<file path="config.mk">
export PLATFORM = sky130hd
export DESIGN_NAME = sound_mixer
export DESIGN_NICKNAME = d
export VERILOG_FILES = /design/src/rtl/sound_mixer.sv
export SDC_FILE = /design/constraint.sdc
export NUM_CORES = 1
export LEC_CHECK = 0
export ABC_AREA = 0
export CAP_MARGIN = 20
export CORE_ASPECT_RATIO = 1.1
export CORE_UTILIZATION = 46
export DETAILED_ROUTE_END_ITERATION = 10
export PLACE_DENSITY = 0.67
export SYNTH_ARGS = -nofsm -noshare
export SYNTH_HDL_FRONTEND = slang
export SYNTH_SLANG_ARGS = --single-unit
export TNS_END_PERCENT = 1
</file>
<file path="constraint.sdc">
create_clock -name clk -period 4.8 [get_ports clk]
set_input_delay 0.96 -clock clk [delete_from_list [all_inputs] [get_ports clk]]
set_output_delay 0.96 -clock clk [all_outputs]
set_load 0.02 [all_outputs]
</file>
<file path="src/rtl/sound_mixer.sv">
// Four-channel stereo sample mixer: sequential accumulate of panned channel codes,
// master-volume scaling, and first-order sigma-delta bitstreams for each side.
module sound_mixer (
  input  logic       clk,
  input  logic       rst,
  input  logic       sampleStrobe,
  input  logic [3:0] ch1,
  input  logic [3:0] ch2,
  input  logic [3:0] ch3,
  input  logic [3:0] ch4,
  input  logic [7:0] nr50,
  input  logic [7:0] nr51,
  input  logic       soundOn,
  output logic [8:0] left,
  output logic [8:0] right,
  output logic       sampleValid,
  output logic       busy,
  output logic       pdmL,
  output logic       pdmR
);

  typedef enum logic [2:0] {IDLE, ACC0, ACC1, ACC2, ACC3, SCALE} state_t;

  state_t          r_state;
  state_t          w_next;
  logic [3:0][3:0] r_ch;
  logic [2:0]      r_volL;
  logic [2:0]      r_volR;
  logic [7:0]      r_pan;
  logic [5:0]      r_sumL;
  logic [5:0]      r_sumR;
  logic [8:0]      r_accL;
  logic [8:0]      r_accR;
  logic [1:0]      w_k;
  logic [3:0]      w_ch;
  logic            w_panL;
  logic            w_panR;
  logic [8:0]      w_mulL;
  logic [8:0]      w_mulR;
  logic [9:0]      w_sdL;
  logic [9:0]      w_sdR;
  logic            w_unused;

  assign w_unused = nr50[7] ^ nr50[3];
  assign busy     = (r_state != IDLE);

  always_ff @(posedge clk or posedge rst) begin
    if (rst) r_state <= IDLE;
    else     r_state <= w_next;
  end

  always_comb begin
    w_next = r_state;
    if (!soundOn) begin
      w_next = IDLE;
    end else begin
      case (r_state)
        IDLE:    if (sampleStrobe) w_next = ACC0;
        ACC0:    w_next = ACC1;
        ACC1:    w_next = ACC2;
        ACC2:    w_next = ACC3;
        ACC3:    w_next = SCALE;
        SCALE:   w_next = IDLE;
        default: w_next = IDLE;
      endcase
    end
  end

  // Channel index follows the accumulate state; pan bit k routes right, k+4 left.
  always_comb begin
    w_k = 2'd0;
    case (r_state)
      ACC1:    w_k = 2'd1;
      ACC2:    w_k = 2'd2;
      ACC3:    w_k = 2'd3;
      default: w_k = 2'd0;
    endcase
    w_ch   = r_ch[w_k];
    w_panL = r_pan[{1'b1, w_k}];
    w_panR = r_pan[{1'b0, w_k}];
  end

  assign w_mulL = {3'b000, r_sumL} * ({6'b000000, r_volL} + 9'd1);
  assign w_mulR = {3'b000, r_sumR} * ({6'b000000, r_volR} + 9'd1);

  always_ff @(posedge clk or posedge rst) begin
    if (rst) begin
      r_ch        <= '0;
      r_volL      <= '0;
      r_volR      <= '0;
      r_pan       <= '0;
      r_sumL      <= '0;
      r_sumR      <= '0;
      left        <= '0;
      right       <= '0;
      sampleValid <= 1'b0;
    end else if (!soundOn) begin
      r_sumL      <= '0;
      r_sumR      <= '0;
      left        <= '0;
      right       <= '0;
      sampleValid <= 1'b0;
    end else begin
      sampleValid <= 1'b0;
      case (r_state)
        IDLE: begin
          if (sampleStrobe) begin
            r_ch   <= {ch4, ch3, ch2, ch1};
            r_volL <= nr50[6:4];
            r_volR <= nr50[2:0];
            r_pan  <= nr51;
            r_sumL <= '0;
            r_sumR <= '0;
          end
        end
        ACC0, ACC1, ACC2, ACC3: begin
          if (w_panL) r_sumL <= r_sumL + {2'b00, w_ch};
          if (w_panR) r_sumR <= r_sumR + {2'b00, w_ch};
        end
        SCALE: begin
          left        <= w_mulL;
          right       <= w_mulR;
          sampleValid <= 1'b1;
        end
        default: ;
      endcase
    end
  end

  assign w_sdL = {1'b0, r_accL} + {1'b0, left};
  assign w_sdR = {1'b0, r_accR} + {1'b0, right};

  always_ff @(posedge clk or posedge rst) begin
    if (rst) begin
      r_accL <= '0;
      r_accR <= '0;
      pdmL   <= 1'b0;
      pdmR   <= 1'b0;
    end else if (!soundOn) begin
      r_accL <= '0;
      r_accR <= '0;
      pdmL   <= 1'b0;
      pdmR   <= 1'b0;
    end else begin
      r_accL <= w_sdL[8:0];
      r_accR <= w_sdR[8:0];
      pdmL   <= w_sdL[9];
      pdmR   <= w_sdR[9];
    end
  end

endmodule

</file>
# Word level (Yosys, flattened, before mapping)
# Index checks and enable logic that the tools add are counted.
# word_totals
reg_bits	84
input_bits	36
output_inout_bits	22
# op_classes
mul	2
muxes	27
addsub	6
eq_ne	10
magnitude_cmp	3
n_reduce_logical	6
# ops
op	count
9-bit 2-to-1 mux	6
6-bit 2-to-1 mux	5
6-bit case mux with 2 select lines	2
9-bit by 9-bit adder with 10-bit output	2
6-bit by 4-bit multiplier with 9-bit output	2
3-bit case mux with 5 select lines	1
6-bit by 4-bit adder with 6-bit output	2
3-bit != test, second input constant	3
3-bit AND reduction	3
3-bit by 1-bit adder with 4-bit output, second input constant	2
4-bit binary-select mux with 2-bit select	1
3-bit by 2-bit equality test with 1-bit output, second input constant	2
3-bit equality test, second input constant	2
1-bit 2-to-1 mux	6
3-bit 2-to-1 mux	2
2-bit case mux with 3 select lines	1
1-bit binary-select mux with 2-bit select	2
2-bit by 4-bit < comparator with 1-bit output, second input constant	1
3-bit by 4-bit < comparator with 1-bit output, second input constant	1
4-bit 2-to-1 mux	1
4-bit OR reduction	1
3-bit by 1-bit equality test with 1-bit output, second input constant	1
3-bit zero test	1
2-bit by 3-bit < comparator with 1-bit output, second input constant	1
3 further kinds	3

# Logic depth before layout (Yosys ltp)
# logic_depth
ltp_word	8
mapped_depth	13

# Worst setup path after synthesis
# Ideal clock, no wire load.
# synth_timing
path_kind	flip-flop to flip-flop
startpoint	register r_volL[0]
endpoint	register left[8]
n_path_buf	0
path_stages_with_launch	13
path_slack_ps	1385
t_arrival_ps	3294
setup_time_ps	121
required_time_ps	4679
cell_sequence	dfrtp_1 ha_1 xor2_1 nand2_1 fa_1 fa_1 inv_1 fa_1 a211oi_1 o21ai_0 a21oi_1 xnor2_1 a22o_1
# synth_via
elab_chain_cells	4
# synth_lines
element	line_no	rtl
start: declaration	27	logic [2:0] r_volL;
start signal: assignment	109	r_volL <= nr50[6:4];
3-bit by 1-bit adder with 4-bit output	83	assign w_mulL = {3'b000, r_sumL} * ({6'b000000, r_volL} + 9'd1);
6-bit by 4-bit multiplier with 9-bit output	83	
9-bit 2-to-1 mux	105	case (r_state)
9-bit 2-to-1 mux	97	end else if (!soundOn) begin
end signal: assignment	121	left <= w_mulL;
end: declaration	14	output logic [8:0] left,
# No other way between the ends. The select of a mux whose other input is x is not followed.
# A chain may end at the register's enable or synchronous reset.

# Worst setup path after layout
# Ends and elaborated chain as after synthesis.

==> out/qor.yml <==
power:
  power.share.sequential_pct: 42.7
  p_comb_share_pct: 24.8
  p_sw_mw: 0.6128
  intPower_mw: 1.418
  power_density_nw_per_um2: 310.2
  ir_drop_mv: 0.1738
  p_leak_nw: 3.215
  finalPower_mw: 2.031
  switching_share_pct: 30.17
  clkPwrFrac_pct: 32.4
timing:
  fmax_mhz: 263.3
  tns_ns: 0
  fin_crit_sh_pct: 79.13
  drv_slew: 0
  setup_violations: 0
  finClkSkew_ns: 0.008433
  worstMarginPinSlew_ns: 0.8672
  hold_viol: 0
  relSlewSlack_pct: 42.19
  fin_crit_ns: 3.798
  rsz0062_at_grt: "false"
die:
  dieWidth_um: 107.1
  die_h_um: 117.7
  die_area_um2: 12610
  core_area_um2: 11640
  pin_count: 58
  rows: 41
  initial_core_util_pct: 48.04
clocking:
  h-tree-depth: 3
  cts_resized: 0
  clock_sinks: 84
  cts-buffers-inserted: 9
  cts_tree: "done"
  clkSlewWorstSetupHoldPaths_ns: 0.06
  root_buffer: "clkbuf_16"
  cts_buffer_depth: 2
  clk_latency_ns: 0.34
  post-cts-setup-buffer-count: 0
  holdBufCountCts: 0
logic_synthesis:
  synth_seq_cells: 84
  synthCells: 540
  syn_nets: 648
  syn_area_um2: 5594
  yosysSeqAreaShare_pct: 37.58
  postSynthAreaPerCell_um2: 10.36
  yosysUniqueCellTypes: 54
  ys.flop_type: "dfrtp_1"
  synth-edff-count: 0
  synth_warnings: 0
  async_flop_share_pct: 100.0
worst_setup_path:
  worstPathRequired_ns: 5.03
  timing.rr.end: "left[8]"
  crit_path_max_fanout: 6
  crit_end: "left[8]"
  end_kind: "flop"
  reg2reg_depth: 12
  cp_data_arrival_time_ns: 4.03
  startpoint: "r_volL[0]"
  r2r_slack_ns: 1.00
  r2r_start: "r_volL[0]"
  crit_path_start_kind: "flop"
  critPathKind: "flop to flop"
global_route:
  grt_max_degree: 50
  grt_pass1_vias: 4170
  grt_pass1_wl_um: 19410
  antenna_found_initial: 0
  grt_usage_pct: 19.34
  grt-ovfl-total: 0
routing:
  wl_per_cell_um: 14.78
  drt-total-wl_um: 11040
  drt-initial-drc-count: 125
  postRouteAntennaNets: 0
  vias: 4059
  post-route-drc-count: 0
  drtPass1Iterations: 4
  vias_per_cell: 5.434
run:
  maxCapViolations: 0
final_layout:
  syn2layout_area_growth_pct: 17.04
  seqCellArea_um2: 2102
  fin_nets: 700
  fin_area_um2: 6548
  fill_cells: 1045
  antenna_cells: 0
  multi_input_area_um2: 3262
  drive_gt1_share_pct: 9.548
place:
  placed_area_um2: 6265
  port_buffers: 55
  gp_congestion: 0.8550
  hpwl_um: 8471
status:
  status: "complete, no violations"
hold_path:
  hp-class: "flop to flop"
==> worst max-delay path, cell delays in order, from the launching register on <==
cell and delay, ns:
dfrtp_1 0.44, ha_1 0.23, xor2_1 0.35, nand2_1 0.14, fa_1 0.50, fa_1 0.54, inv_1 0.07, fa_1 0.48
a211oi_1 0.27, o21ai_0 0.16, a21oi_1 0.19, xnor2_1 0.12, a22o_1 0.20
==> final cells by class <==
cell class	count	share of cell area, %
flip-flops and latches	84	32.10
inverters	33	1.911
multi-input cells	404	49.82
well taps	150	2.866
clock inverters	1	0.07644
clock buffers	15	4.242
repair buffers	60	8.981
==> power by group through the flow <==
stage / Clock [mW] / Combinational [mW] / Sequential [mW]
floorplan: 0 / 0.402 / 0.849
global route: 0.712 / 0.577 / 0.882
finish: 0.659 / 0.505 / 0.868
detailed placement: 0 / 0.507 / 0.883
global placement: 0 / 0.484 / 0.877
CTS: 0.677 / 0.513 / 0.869
==> routing by layer <==
layer	track usage, %	wire, µm	share of wire [%]	up-vias
met5	0	0	0	-
met4	7.277	197	1.8	0
met2	33.63	5519	50	68
met1	23.79	4988	45	1974
met3	3.212	338	3.1	13
li1	-	-	-	2004
==> worst min-delay path by stage <==
stage,start,endpoint,depth (start not counted)
after floorplan,r_pan[1],r_pan[1],1
after global placement,r_pan[1],r_pan[1],1
after detailed placement,r_pan[1],r_pan[1],1
after CTS,r_pan[1],r_pan[1],1
after global routing,r_ch[13],r_ch[13],1
final,r_pan[1],r_pan[1],1
==> sequential cells by signal (all words and copies together) (netlist names) <==
signal	cells
left	9
pdmL	1
pdmR	1
r_accL	9
r_accR	9
r_ch	16
r_pan	8
r_state	3
r_sumL	6
r_sumR	6
r_volL	3
r_volR	3
right	9
sampleValid	1
==> synthesized netlist by cell type (4+ instances only) <==
master | number | area share (%)
buf_2 | 7 | 0.63
nor2b_1 | 7 | 0.78
clkbuf_1 | 6 | 0.40
dfrtp_1 | 84 | 38
a211oi_1 | 8 | 1.1
o31ai_1 | 9 | 1.2
ha_1 | 52 | 12
xnor2_1 | 16 | 2.5
nand3_1 | 4 | 0.36
and2_1 | 20 | 2.2
fa_1 | 20 | 7.2
inv_1 | 32 | 2.1
nand2_1 | 61 | 4.1
mux2_2 | 27 | 5.4
nand4_1 | 4 | 0.45
nand2b_1 | 4 | 0.45
and3_1 | 4 | 0.45
a22o_1 | 14 | 2.2
a21o_1 | 15 | 2.0
o21a_1 | 5 | 0.67
mux2i_1 | 10 | 1.8
a21oi_1 | 23 | 2.1
xor2_1 | 11 | 1.7
nor2_1 | 24 | 1.6
o21ai_0 | 25 | 2.2
nor3_1 | 6 | 0.54
==> kinds of logic after synthesis <==
family	Yosys count	synth area share [%]
adder cells (fa/ha/maj)	72	18.79
multiplexers	38	7.426
buffers and inverters	52	4.115
flip-flops	84	37.58
AND/OR/NAND/NOR	142	11.97
XOR/XNOR	27	4.227
AO/OA/AOI/OAI	125	15.90
==> layout by cell type (no fill, tap or decap), drive strengths merged, types with 5 or more instances in the layout <==
master,Yosys,final
a211oi,10,10
fa,20,20
mux2,28,28
clkdlybuf4s50,0,55
clkbuf,6,15
nand2,61,61
xnor2,16,16
o21ai,29,29
nor2,26,26
and2,20,20
nor2b,7,7
xor2,11,11
a22o,14,14
dfrtp,84,84
nor3,6,6
ha,52,52
inv,33,32
o31ai,9,9
a21oi,24,24
a21o,15,15
mux2i,10,10
o21a,5,5
buf,13,5
==> per-stage QoR <==
stage                     cells  hold slack (ns)  utilization [%]  setup slack (ns)
final                       747           0.4962            56.23             1.002
after global routing        747           0.5224            56.23            0.7719
after CTS                   747           0.4988            56.23             1.016
after detailed placement    731           0.4860            53.80             1.011
after global placement      731           0.4819            53.80             1.112
after floorplan             540           0.4586                -             1.385
(Power assumes the default switching activity.)
